$ cat src/rtl/uart_pkg.sv
// Shared UART receive-path types and helpers.
package uart_pkg;

  // Receiver FSM state encoding
  typedef logic [2:0] rx_state_e;
  localparam rx_state_e ST_IDLE   = 3'd0;
  localparam rx_state_e ST_START  = 3'd1;
  localparam rx_state_e ST_DATA   = 3'd2;
  localparam rx_state_e ST_PARITY = 3'd3;
  localparam rx_state_e ST_STOP   = 3'd4;

  // Level of an idle serial line
  localparam logic IDLE_LEVEL = 1'b1;

  // System clocks per serial bit
  function automatic int unsigned clk_per_bit(input int unsigned clk_freq,
                                              input int unsigned baud);
    return clk_freq / baud;
  endfunction

endpackage

$ cat src/rtl/uart_rx_fifo_sync_fifo.sv
// sync_fifo: first-word-fall-through storage with registered head, count, full, empty.
// A push while full is accepted only when a pop happens in the same cycle.
module sync_fifo #(
  parameter int unsigned WIDTH = 8,
  parameter int unsigned DEPTH = 4
) (
  input  logic                       clk,
  input  logic                       rst_n,
  input  logic                       push,
  input  logic [WIDTH-1:0]           wr_data,
  input  logic                       pop,
  output logic [WIDTH-1:0]           rd_data,
  output logic                       empty,
  output logic                       full,
  output logic [$clog2(DEPTH):0]     count
);

  localparam int unsigned AW = $clog2(DEPTH);
  localparam int unsigned CW = AW + 1;

  logic [WIDTH-1:0] mem [DEPTH];
  logic [AW-1:0]    wr_ptr_q, wr_ptr_d;
  logic [AW-1:0]    rd_ptr_q, rd_ptr_d;
  logic [CW-1:0]    count_d;
  logic [WIDTH-1:0] head_d;
  logic             push_ok;
  logic             pop_ok;

  // Next pointers, occupancy and the entry that will sit at the head
  always_comb begin
    push_ok  = push && (!full || pop);
    pop_ok   = pop && !empty;
    wr_ptr_d = push_ok ? wr_ptr_q + AW'(1) : wr_ptr_q;
    rd_ptr_d = pop_ok  ? rd_ptr_q + AW'(1) : rd_ptr_q;
    count_d  = count + CW'(push_ok) - CW'(pop_ok);
    if (count_d == '0)
      head_d = '0;
    else if (push_ok && (wr_ptr_q == rd_ptr_d))
      head_d = wr_data;
    else
      head_d = mem[rd_ptr_d];
  end

  // Storage array, written at the tail
  always_ff @(posedge clk) begin
    if (push_ok) mem[wr_ptr_q] <= wr_data;
  end

  // Pointers and registered status/head outputs
  always_ff @(posedge clk or negedge rst_n) begin
    if (!rst_n) begin
      wr_ptr_q <= '0;
      rd_ptr_q <= '0;
      count    <= '0;
      empty    <= 1'b1;
      full     <= 1'b0;
      rd_data  <= '0;
    end else begin
      wr_ptr_q <= wr_ptr_d;
      rd_ptr_q <= rd_ptr_d;
      count    <= count_d;
      empty    <= (count_d == '0);
      full     <= (count_d == CW'(DEPTH));
      rd_data  <= head_d;
    end
  end

endmodule

$ cat src/rtl/uart_rx_fifo.sv
// uart_rx_fifo: UART receiver feeding a FWFT byte FIFO, with glitch rejection,
// framing and overrun reporting. Optional even parity: define UART_RX_PARITY_EN.
module uart_rx_fifo
  import uart_pkg::*;
#(
  parameter int unsigned CLK_FREQ   = 100_000_000,
  parameter int unsigned BAUD       = 10_000_000,
  parameter int unsigned DATA_BITS  = 8,
  parameter int unsigned FIFO_DEPTH = 4
) (
  input  logic                          clk,
  input  logic                          rst_l,
  input  logic                          rx,
  input  logic                          rd_en,
  output logic [DATA_BITS-1:0]          rd_data,
  output logic                          empty,
  output logic                          full,
  output logic [$clog2(FIFO_DEPTH):0]   count,
  output logic                          frame_err,
  output logic                          overrun,
  input  logic                          clr_err
`ifdef UART_RX_PARITY_EN
  ,
  output logic                          parity_err
`endif
);

  localparam int unsigned CPB = clk_per_bit(CLK_FREQ, BAUD);
  localparam int unsigned TW  = $clog2(CPB);
  localparam int unsigned IW  = $clog2(DATA_BITS);

  logic                 rx_meta, rx_s, rx_prev;
  rx_state_e            state_q, state_d;
  logic [TW-1:0]        tick_q, tick_d;
  logic [IW-1:0]        idx_q, idx_d;
  logic [DATA_BITS-1:0] shreg_q, shreg_d;
  logic                 push_c;
  logic                 frame_err_d;
`ifdef UART_RX_PARITY_EN
  logic                 par_bad_q, par_bad_d;
  logic                 parity_err_d;
`endif

  // Two-flop synchroniser plus one delayed copy for falling-edge detection
  always_ff @(posedge clk or negedge rst_l) begin
    if (!rst_l) begin
      rx_meta <= IDLE_LEVEL;
      rx_s    <= IDLE_LEVEL;
      rx_prev <= IDLE_LEVEL;
    end else begin
      rx_meta <= rx;
      rx_s    <= rx_meta;
      rx_prev <= rx_s;
    end
  end

  // Frame FSM: next state, mid-bit sampling and push/error decisions
  always_comb begin
    state_d     = state_q;
    tick_d      = tick_q;
    idx_d       = idx_q;
    shreg_d     = shreg_q;
    push_c      = 1'b0;
    frame_err_d = 1'b0;
`ifdef UART_RX_PARITY_EN
    par_bad_d    = par_bad_q;
    parity_err_d = 1'b0;
`endif
    case (state_q)
      ST_IDLE: begin
        if (rx_prev && !rx_s) begin
          state_d = ST_START;
          tick_d  = TW'(CPB / 2 - 1);
        end
      end
      ST_START: begin
        if (tick_q == '0) begin
          if (!rx_s) begin
            state_d = ST_DATA;
            tick_d  = TW'(CPB - 1);
            idx_d   = '0;
          end else begin
            state_d = ST_IDLE;
          end
        end else begin
          tick_d = tick_q - TW'(1);
        end
      end
      ST_DATA: begin
        if (tick_q == '0) begin
          shreg_d[idx_q] = rx_s;
          tick_d         = TW'(CPB - 1);
          if (idx_q == IW'(DATA_BITS - 1)) begin
`ifdef UART_RX_PARITY_EN
            state_d = ST_PARITY;
`else
            state_d = ST_STOP;
`endif
          end else begin
            idx_d = idx_q + IW'(1);
          end
        end else begin
          tick_d = tick_q - TW'(1);
        end
      end
`ifdef UART_RX_PARITY_EN
      ST_PARITY: begin
        if (tick_q == '0) begin
          par_bad_d = ^{shreg_q, rx_s};
          tick_d    = TW'(CPB - 1);
          state_d   = ST_STOP;
        end else begin
          tick_d = tick_q - TW'(1);
        end
      end
`endif
      ST_STOP: begin
        if (tick_q == '0) begin
          state_d = ST_IDLE;
          if (!rx_s)
            frame_err_d = 1'b1;
`ifdef UART_RX_PARITY_EN
          else if (par_bad_q)
            parity_err_d = 1'b1;
`endif
          else
            push_c = 1'b1;
        end else begin
          tick_d = tick_q - TW'(1);
        end
      end
      default: state_d = ST_IDLE;
    endcase
  end

  // FSM registers and error flags; a new overrun beats a simultaneous clear
  always_ff @(posedge clk or negedge rst_l) begin
    if (!rst_l) begin
      state_q   <= ST_IDLE;
      tick_q    <= '0;
      idx_q     <= '0;
      shreg_q   <= '0;
      frame_err <= 1'b0;
      overrun   <= 1'b0;
`ifdef UART_RX_PARITY_EN
      par_bad_q  <= 1'b0;
      parity_err <= 1'b0;
`endif
    end else begin
      state_q   <= state_d;
      tick_q    <= tick_d;
      idx_q     <= idx_d;
      shreg_q   <= shreg_d;
      frame_err <= frame_err_d;
      if (push_c && full && !rd_en)
        overrun <= 1'b1;
      else if (clr_err)
        overrun <= 1'b0;
`ifdef UART_RX_PARITY_EN
      par_bad_q  <= par_bad_d;
      parity_err <= parity_err_d;
`endif
    end
  end

  sync_fifo #(
    .WIDTH (DATA_BITS),
    .DEPTH (FIFO_DEPTH)
  ) u_fifo (
    .clk     (clk),
    .rst_n   (rst_l),
    .push    (push_c),
    .wr_data (shreg_q),
    .pop     (rd_en),
    .rd_data (rd_data),
    .empty   (empty),
    .full    (full),
    .count   (count)
  );

endmodule
$ cat config.mk
export PLATFORM = sky130hd
export DESIGN_NAME = uart_rx_fifo
export DESIGN_NICKNAME = d
export VERILOG_FILES = /design/src/rtl/uart_pkg.sv /design/src/rtl/uart_rx_fifo_sync_fifo.sv /design/src/rtl/uart_rx_fifo.sv
export SDC_FILE = /design/constraint.sdc
export NUM_CORES = 1
export LEC_CHECK = 0
export BUFFER_PORTS_ARGS = -buffer_cell sky130_fd_sc_hd__buf_2
export CELL_PAD_IN_SITES_DETAIL_PLACEMENT = 1
export CELL_PAD_IN_SITES_GLOBAL_PLACEMENT = 2
export CORE_UTILIZATION = 41
export CTS_CLUSTER_SIZE = 24
export DETAILED_ROUTE_END_ITERATION = 7
export PLACE_DENSITY = 0.79
export SYNTH_ARGS = -nofsm -noshare
export SYNTH_HDL_FRONTEND = slang
export SYNTH_SLANG_ARGS = --single-unit
$ cat constraint.sdc
create_clock -name clk -period 3.95 [get_ports clk]
set_input_delay 0.395 -clock clk [delete_from_list [all_inputs] [get_ports clk]]
set_output_delay 0.395 -clock clk [all_outputs]
set_load 0.005 [all_outputs]
**Word-level counts from Yosys, hierarchy flattened**

Memory sizes are Yosys's and may differ from the RTL's.
Cells that the tools add are included.

- Muxes and demuxes: 34
- Equal/unequal tests: 15
- Reductions and logical operators: 22
- Magnitude comparators: 2
- Div/mod/pow operators: 0
- Shift-type cells: 0
- Bitwise logic cells: 0
- Multipliers: 0
- Add/subtract/negate cells: 6

Operators with widths:

| operator | number |
|---|---|
| $mux 3 | 9 |
| $mux 4 | 5 |
| $mux 8 | 2 |
| $ne 2x2->1 const B | 8 |
| $pmux 4 s4 | 1 |
| $pmux 3 s4 | 1 |
| $mux 1 | 11 |
| $reduce_and 5->1 | 2 |
| $eq 3x3->1 const B | 3 |
| $bwmux 8 | 1 |
| $logic_and 1x1->1 | 7 |
| $logic_not 3->1 | 2 |
| $pmux 3 s2 | 1 |
| $add 2x1->2 const B | 2 |
| $logic_not 1->1 | 4 |
| $logic_not 4->1 | 1 |
| $lt 3x4->1 const B | 1 |
| $mux 2 | 2 |
| $reduce_and 4->1 | 1 |
| $reduce_bool 2->1 | 2 |
| $reduce_bool 4->1 | 1 |
| $sub 4x1->4 const B | 1 |
| $add 3x1->3 | 1 |
| $add 3x1->3 const B | 1 |
| 9 further kinds | 9 |

- Bits in latches: 0
- Word-level logic and storage cells: 95
- Output and inout port bits: 15
- Bits in writable memories: 32
- Bits in read-only memories: 0
- Bits in registers: 40
- Memories kept: 1

Memory list:

| memory | depth | bits a word | rd ports | clocked after Yosys merged registers in | write ports | line | RTL |
|---|---|---|---|---|---|---|---|
| u_fifo.mem | 4 | 8 | 1 | 0 | 1 | uart_rx_fifo_sync_fifo.sv:21 | `logic [WIDTH-1:0] mem [DEPTH];` |

**Longest topological paths before layout**

- Depth in word-level cells: 8
- Depth in mapped cells: 11
- Mapped depth without buffers: 10

**Cells and area by module**

Synthesis repeated with hierarchy kept, for this count alone.

- Cells, all modules: 301
- Area total of the unflattened synthesis: 3,729.8 um^2

Modules (own cells, without submodules):

| module | cells an instance | sequential area each (um^2) | instances | area each (um^2) |
|---|---|---|---|---|
| sync_fifo | 186 | 1,387.6 | 1 | 2,454.9 |
| uart_rx_fifo | 115 | 579.3 | 1 | 1,275.0 |

**Worst setup path before layout**

Ideal clock, no wire load.

- Kind: register to register
- Start point: register tick_q[0]
- End point: register u_fifo.rd_data[0]
- Setup time: 161 ps
- Clock period less this slack: 3,135 ps
- Cell stages (with the launch flop): 10
- Data required time: 3,789 ps
- Setup slack: 815 ps
- Buffers on the path: 0
- Arrival time: 2,975 ps
- Cells stage by stage: dfrtp_1 > inv_1 > ha_1 > nor3b_1 > nand3_1 > nor2_1 > ha_1 > fa_1 > nor3_1 > a21oi_1

- Word-level cells in the longest chain between the ends: 8
- Elaborated cells on any way between the ends: 10
- Classes of those cells: 2 x add/sub; 4 x mux; 4 x reduce/logical

Ends and longest elaborated chain:

| item | line | RTL |
|---|---|---|
| from (decl) | uart_rx_fifo.sv:34 | `logic [TW-1:0] tick_q, tick_d;` |
| from (signal assigned) | uart_rx_fifo.sv:151 | `tick_q <= tick_d;` |
| $logic_not 4->1 | uart_rx_fifo.sv:118 | `if (tick_q == '0) begin` |
| $mux 1 | uart_rx_fifo.sv:118 |  |
| $mux 1 | uart_rx_fifo.sv:69 | `case (state_q)` |
| $logic_and 1x1->1 | uart_rx_fifo_sync_fifo.sv:31 | `push_ok = push && (!full \|\| pop);` |
| via u_fifo.push_ok | uart_rx_fifo_sync_fifo.sv:26 | `logic push_ok;` |
| $add 3x1->3 | uart_rx_fifo_sync_fifo.sv:35 | `count_d = count + CW'(push_ok) - CW'(pop_ok);` |
| $sub 3x1->3 | uart_rx_fifo_sync_fifo.sv:35 |  |
| via u_fifo.count_d[1] | uart_rx_fifo_sync_fifo.sv:24 | `logic [CW-1:0] count_d;` |
| $logic_not 3->1 | uart_rx_fifo_sync_fifo.sv:36 | `if (count_d == '0)` |
| $mux 8 | uart_rx_fifo_sync_fifo.sv:36 |  |
| via u_fifo.head_d[0] | uart_rx_fifo_sync_fifo.sv:25 | `logic [WIDTH-1:0] head_d;` |
| to (signal assigned) | uart_rx_fifo_sync_fifo.sv:57 | `rd_data <= '0;` |
| to (signal assigned) | uart_rx_fifo_sync_fifo.sv:64 | `rd_data <= head_d;` |
| to (decl) | uart_rx_fifo_sync_fifo.sv:12 | `output logic [WIDTH-1:0] rd_data,` |

The timed path passes the listed nets, and every way through them passes these cells.
A chain may end at the register's enable or synchronous reset.

**Final worst setup path**

- Start point: register u_fifo.empty
- End point: register u_fifo.rd_data[6]

- Elaborated cells on any way between the ends: 10
- Classes of those cells: 1 x add/sub; 1 x eq/ne; 3 x mux; 4 x reduce/logical; 1 x memory

RTL lines:

| item | line | RTL |
|---|---|---|
| from (decl) | uart_rx_fifo_sync_fifo.sv:13 | `output logic empty,` |
| from (signal assigned) | uart_rx_fifo_sync_fifo.sv:62 | `empty <= (count_d == '0);` |
| $logic_not 1->1 | uart_rx_fifo_sync_fifo.sv:32 | `pop_ok = pop && !empty;` |
| $logic_and 1x1->1 | uart_rx_fifo_sync_fifo.sv:32 |  |
| $sub 3x1->3 | uart_rx_fifo_sync_fifo.sv:35 |  |
| via u_fifo.count_d[2] | uart_rx_fifo_sync_fifo.sv:24 |  |
| $logic_not 3->1 | uart_rx_fifo_sync_fifo.sv:36 |  |
| $mux 8 | uart_rx_fifo_sync_fifo.sv:36 |  |
| via u_fifo.head_d[6] | uart_rx_fifo_sync_fifo.sv:25 |  |

The timed path passes the listed nets, and every way through them passes these cells.

==> results.cfg <==
[status]
outcome = complete, no violations

[timing]
setup_viol = 0
slew_violations = 0
holdWs_ns = 0.137
worst_slack_ns = 1.04
rsz0062_at_grt = false
period_minus_slack_ns = 2.91
fmax_mhz = 344
fin_crit_sh_pct = 73.6
setup_tns_ns = 0
hold_viol_final = 0
max_slew_margin_pct = 25.6
worst_pin_slew_ns = 1.12
skew_ns = 0.00833

[drt]
vias = 2325
dr.pass1.iters = 4
antenna_left = 0
viasPerCell = 5.52
post_drt_wl_per_cell_um = 17.3
drc = 0
routed_wl_um = 7300
first_iter_violations = 69

[grt]
antenna_found_initial = 0
grt_pass1_vias = 2471
grt_overflow = 0
track_usage_pct = 18.7
grt_pass1_wl_um = 12400
grt_start_max_net_pins = 41

[clocking]
cts-root-buf = clkbuf_8
ctsResizeCount = 0
cts_setup_buffers = 0
clock_path_buffers = 2
htree_levels = 3
numCtsBuffers = 9
path_clk_slew_ns = 0.08
clock-sinks = 72
hold_buffers = 0
clkLatencyLatePin_ns = 0.35
cts_tree = done

[power_and_ir_drop]
peakVddDrop_mv = 0.251
cellPowerDensity_nw_per_um2 = 655
cellLeakagePower_nw = 1.53

[setup_path]
cp_data_arrival_time_ns = 3.16
cp_common_cell = ha_1
worst-endpoint-required_ns = 4.20
reg2reg_setup_slack_ns = 1.04
crit-reg2reg-launch = u_fifo.empty
cp-end-kind = flop
reg2reg_to = u_fifo.rd_data[6]
crit_path_start_kind = flop
worstSetupEndpoint = u_fifo.rd_data[6]
critPathTopFamily = adder cells
path_max_fanout = 21
path_cells = nand2b_1 -> inv_2 -> ha_1 -> inv_1 -> ha_1 -> fa_1 -> xnor2_1 -> nor3_1 -> buf_4 -> a311oi_2
reg2reg_depth = 10
critPathKind = flop to flop
crit_buf_inv = 3
critical_path.max_stage_delay_ns = 0.61
slowest_stage = nand2b_1
cp_num_cells = 10
crit_start = u_fifo.empty

[place]
dp.cells = 405
portBuffers = 19
dp.final_hpwl_um = 4770
dpl-instance-area_um2 = 3660
place.gp.congestion = 0.767
dp_slack_ns = 1.06

[yosys]
yosysSeqAreaShare_pct = 56.4
synth_edf_count = 32
synthFlopType = dfrtp_1
synth_cell_types = 52
yosys_warnings = 0
syn_area_um2 = 3490
postSynthAreaPerCell_um2 = 11.8
ys_async_sr_fraction_pct = 55.6
ys_seq_elements = 72
synthCells = 295
synth_fp_nets = 311

[floorplanning]
coreArea_um2 = 8220
pin_count = 20
die_area_um2 = 8880
start_util_pct = 42.5
rows = 33
die_height_um = 94.2
die_x_um = 94.2

[run]
drv_cap = 0

[layout]
mostFrequentLayoutCells = 36 x dfrtp_1, 32 x edfxtp_1, 29 x nand2_1, 19 x buf_2, 14 x nor3_1
area_growth_pct = 12.1
layout-drive-gt1-share_pct = 19.3
final_common_cell = dfrtp_1
n_antenna_cell = 0
instances_no_fill = 421
nets = 327
postLayoutCellArea_um2 = 3910

[min_path]
hold_class = input port to flop
worst reg2reg max path: stages, from the launching register on:
cell      delay, ns
dfstp_2        0.52
nand2b_1       0.61
inv_2          0.08
ha_1           0.30
inv_1          0.04
ha_1           0.18
fa_1           0.37
xnor2_1        0.25
nor3_1         0.08
buf_4          0.19
a311oi_2       0.19
sequential cells by signal, summed over array words and instances, names as in the netlist, 2 cells and up:
signal,count
state_q,3
u_fifo.wr_ptr_q,2
tick_q,4
shreg_q,8
u_fifo.mem,32
u_fifo.rd_data,8
u_fifo.count,3
u_fifo.rd_ptr_q,2
idx_q,3
Yosys cell counts (4+ instances only):
master,n,share of area (%)
dfrtp_1,36,26
edfxtp_1,32,28
nand2_1,29,3.1
clkbuf_1,16,1.7
nor3_1,14,2.0
inv_1,12,1.3
o21ai_0,11,1.6
ha_1,10,3.6
nor2_1,10,1.1
a211o_1,9,2.3
a21oi_1,9,1.3
mux2_2,9,2.9
nand3b_1,9,1.9
a221o_1,7,2.0
mux2i_1,7,2.0
o311ai_0,7,1.8
o31ai_1,7,1.5
xnor2_1,7,1.8
nand3_1,5,0.72
and2_1,4,0.72
dfstp_2,4,3.0
nand2b_1,4,0.72
cells by family (layout without fill, tap and decap cells):
family | count (synthesis) | after routing | synth area share [%]
fa+ha+maj | 11 | 11 | 4.16
compound gates | 64 | 64 | 14.4
mux | 16 | 16 | 4.91
xor+xnor | 8 | 8 | 2.01
simple gates | 92 | 92 | 14.2
buf+inv | 32 | 53 | 3.91
flops | 72 | 72 | 56.4
per-stage QoR:
step | power, mW | utilization, %
after floorplan | 1.64 | -
after global placement | 1.84 | 44.6
after detailed placement | 1.87 | 44.6
after CTS | 2.59 | 47.6
after global routing | 2.72 | 47.6
final | 2.56 | 47.6
where the power goes:
part           switching [mW]  total (mW)  leakage, nW  internal, mW
Clock                   0.290       0.714        0.121         0.424
Combinational           0.431       0.801        0.630         0.369
Sequential              0.146        1.04        0.782         0.899
how the worst min path moves through the flow:
stage | cells after the start | end | slack (ns) | start
6_report | 1 | rx_meta | 0.14 | rx
5_1_grt | 1 | rx_meta | 0.10 | rx
4_1_cts | 1 | rx_meta | 0.12 | rx
3_5_place_dp | 0 | rx_s | 0.35 | rx_meta
3_3_place_gp | 0 | rx_s | 0.35 | rx_meta
2_1_floorplan | 0 | frame_err | 0.1 | rst_l
area by class of cell:
cell class / count / area [um^2]
clock buffer: 10 / 128
clock inverter: 6 / 116
fill: 872 / 4310
inverter: 13 / 48.8
multi-input combinational: 191 / 1390
sequential: 72 / 1970
tap: 105 / 131
timing repair buffer: 24 / 133
layer usage:
layer / vias to the layer above / track usage, % / routed length, um
met2: 21 / 31.8 / 3740
met3: 8 / 5.66 / 173
met4: 0 / 5.51 / 72
met5: - / 0 / 0
li1: 1127 / - / -
met1: 1169 / 22.7 / 3310
Power figures use the tool's default switching activity.
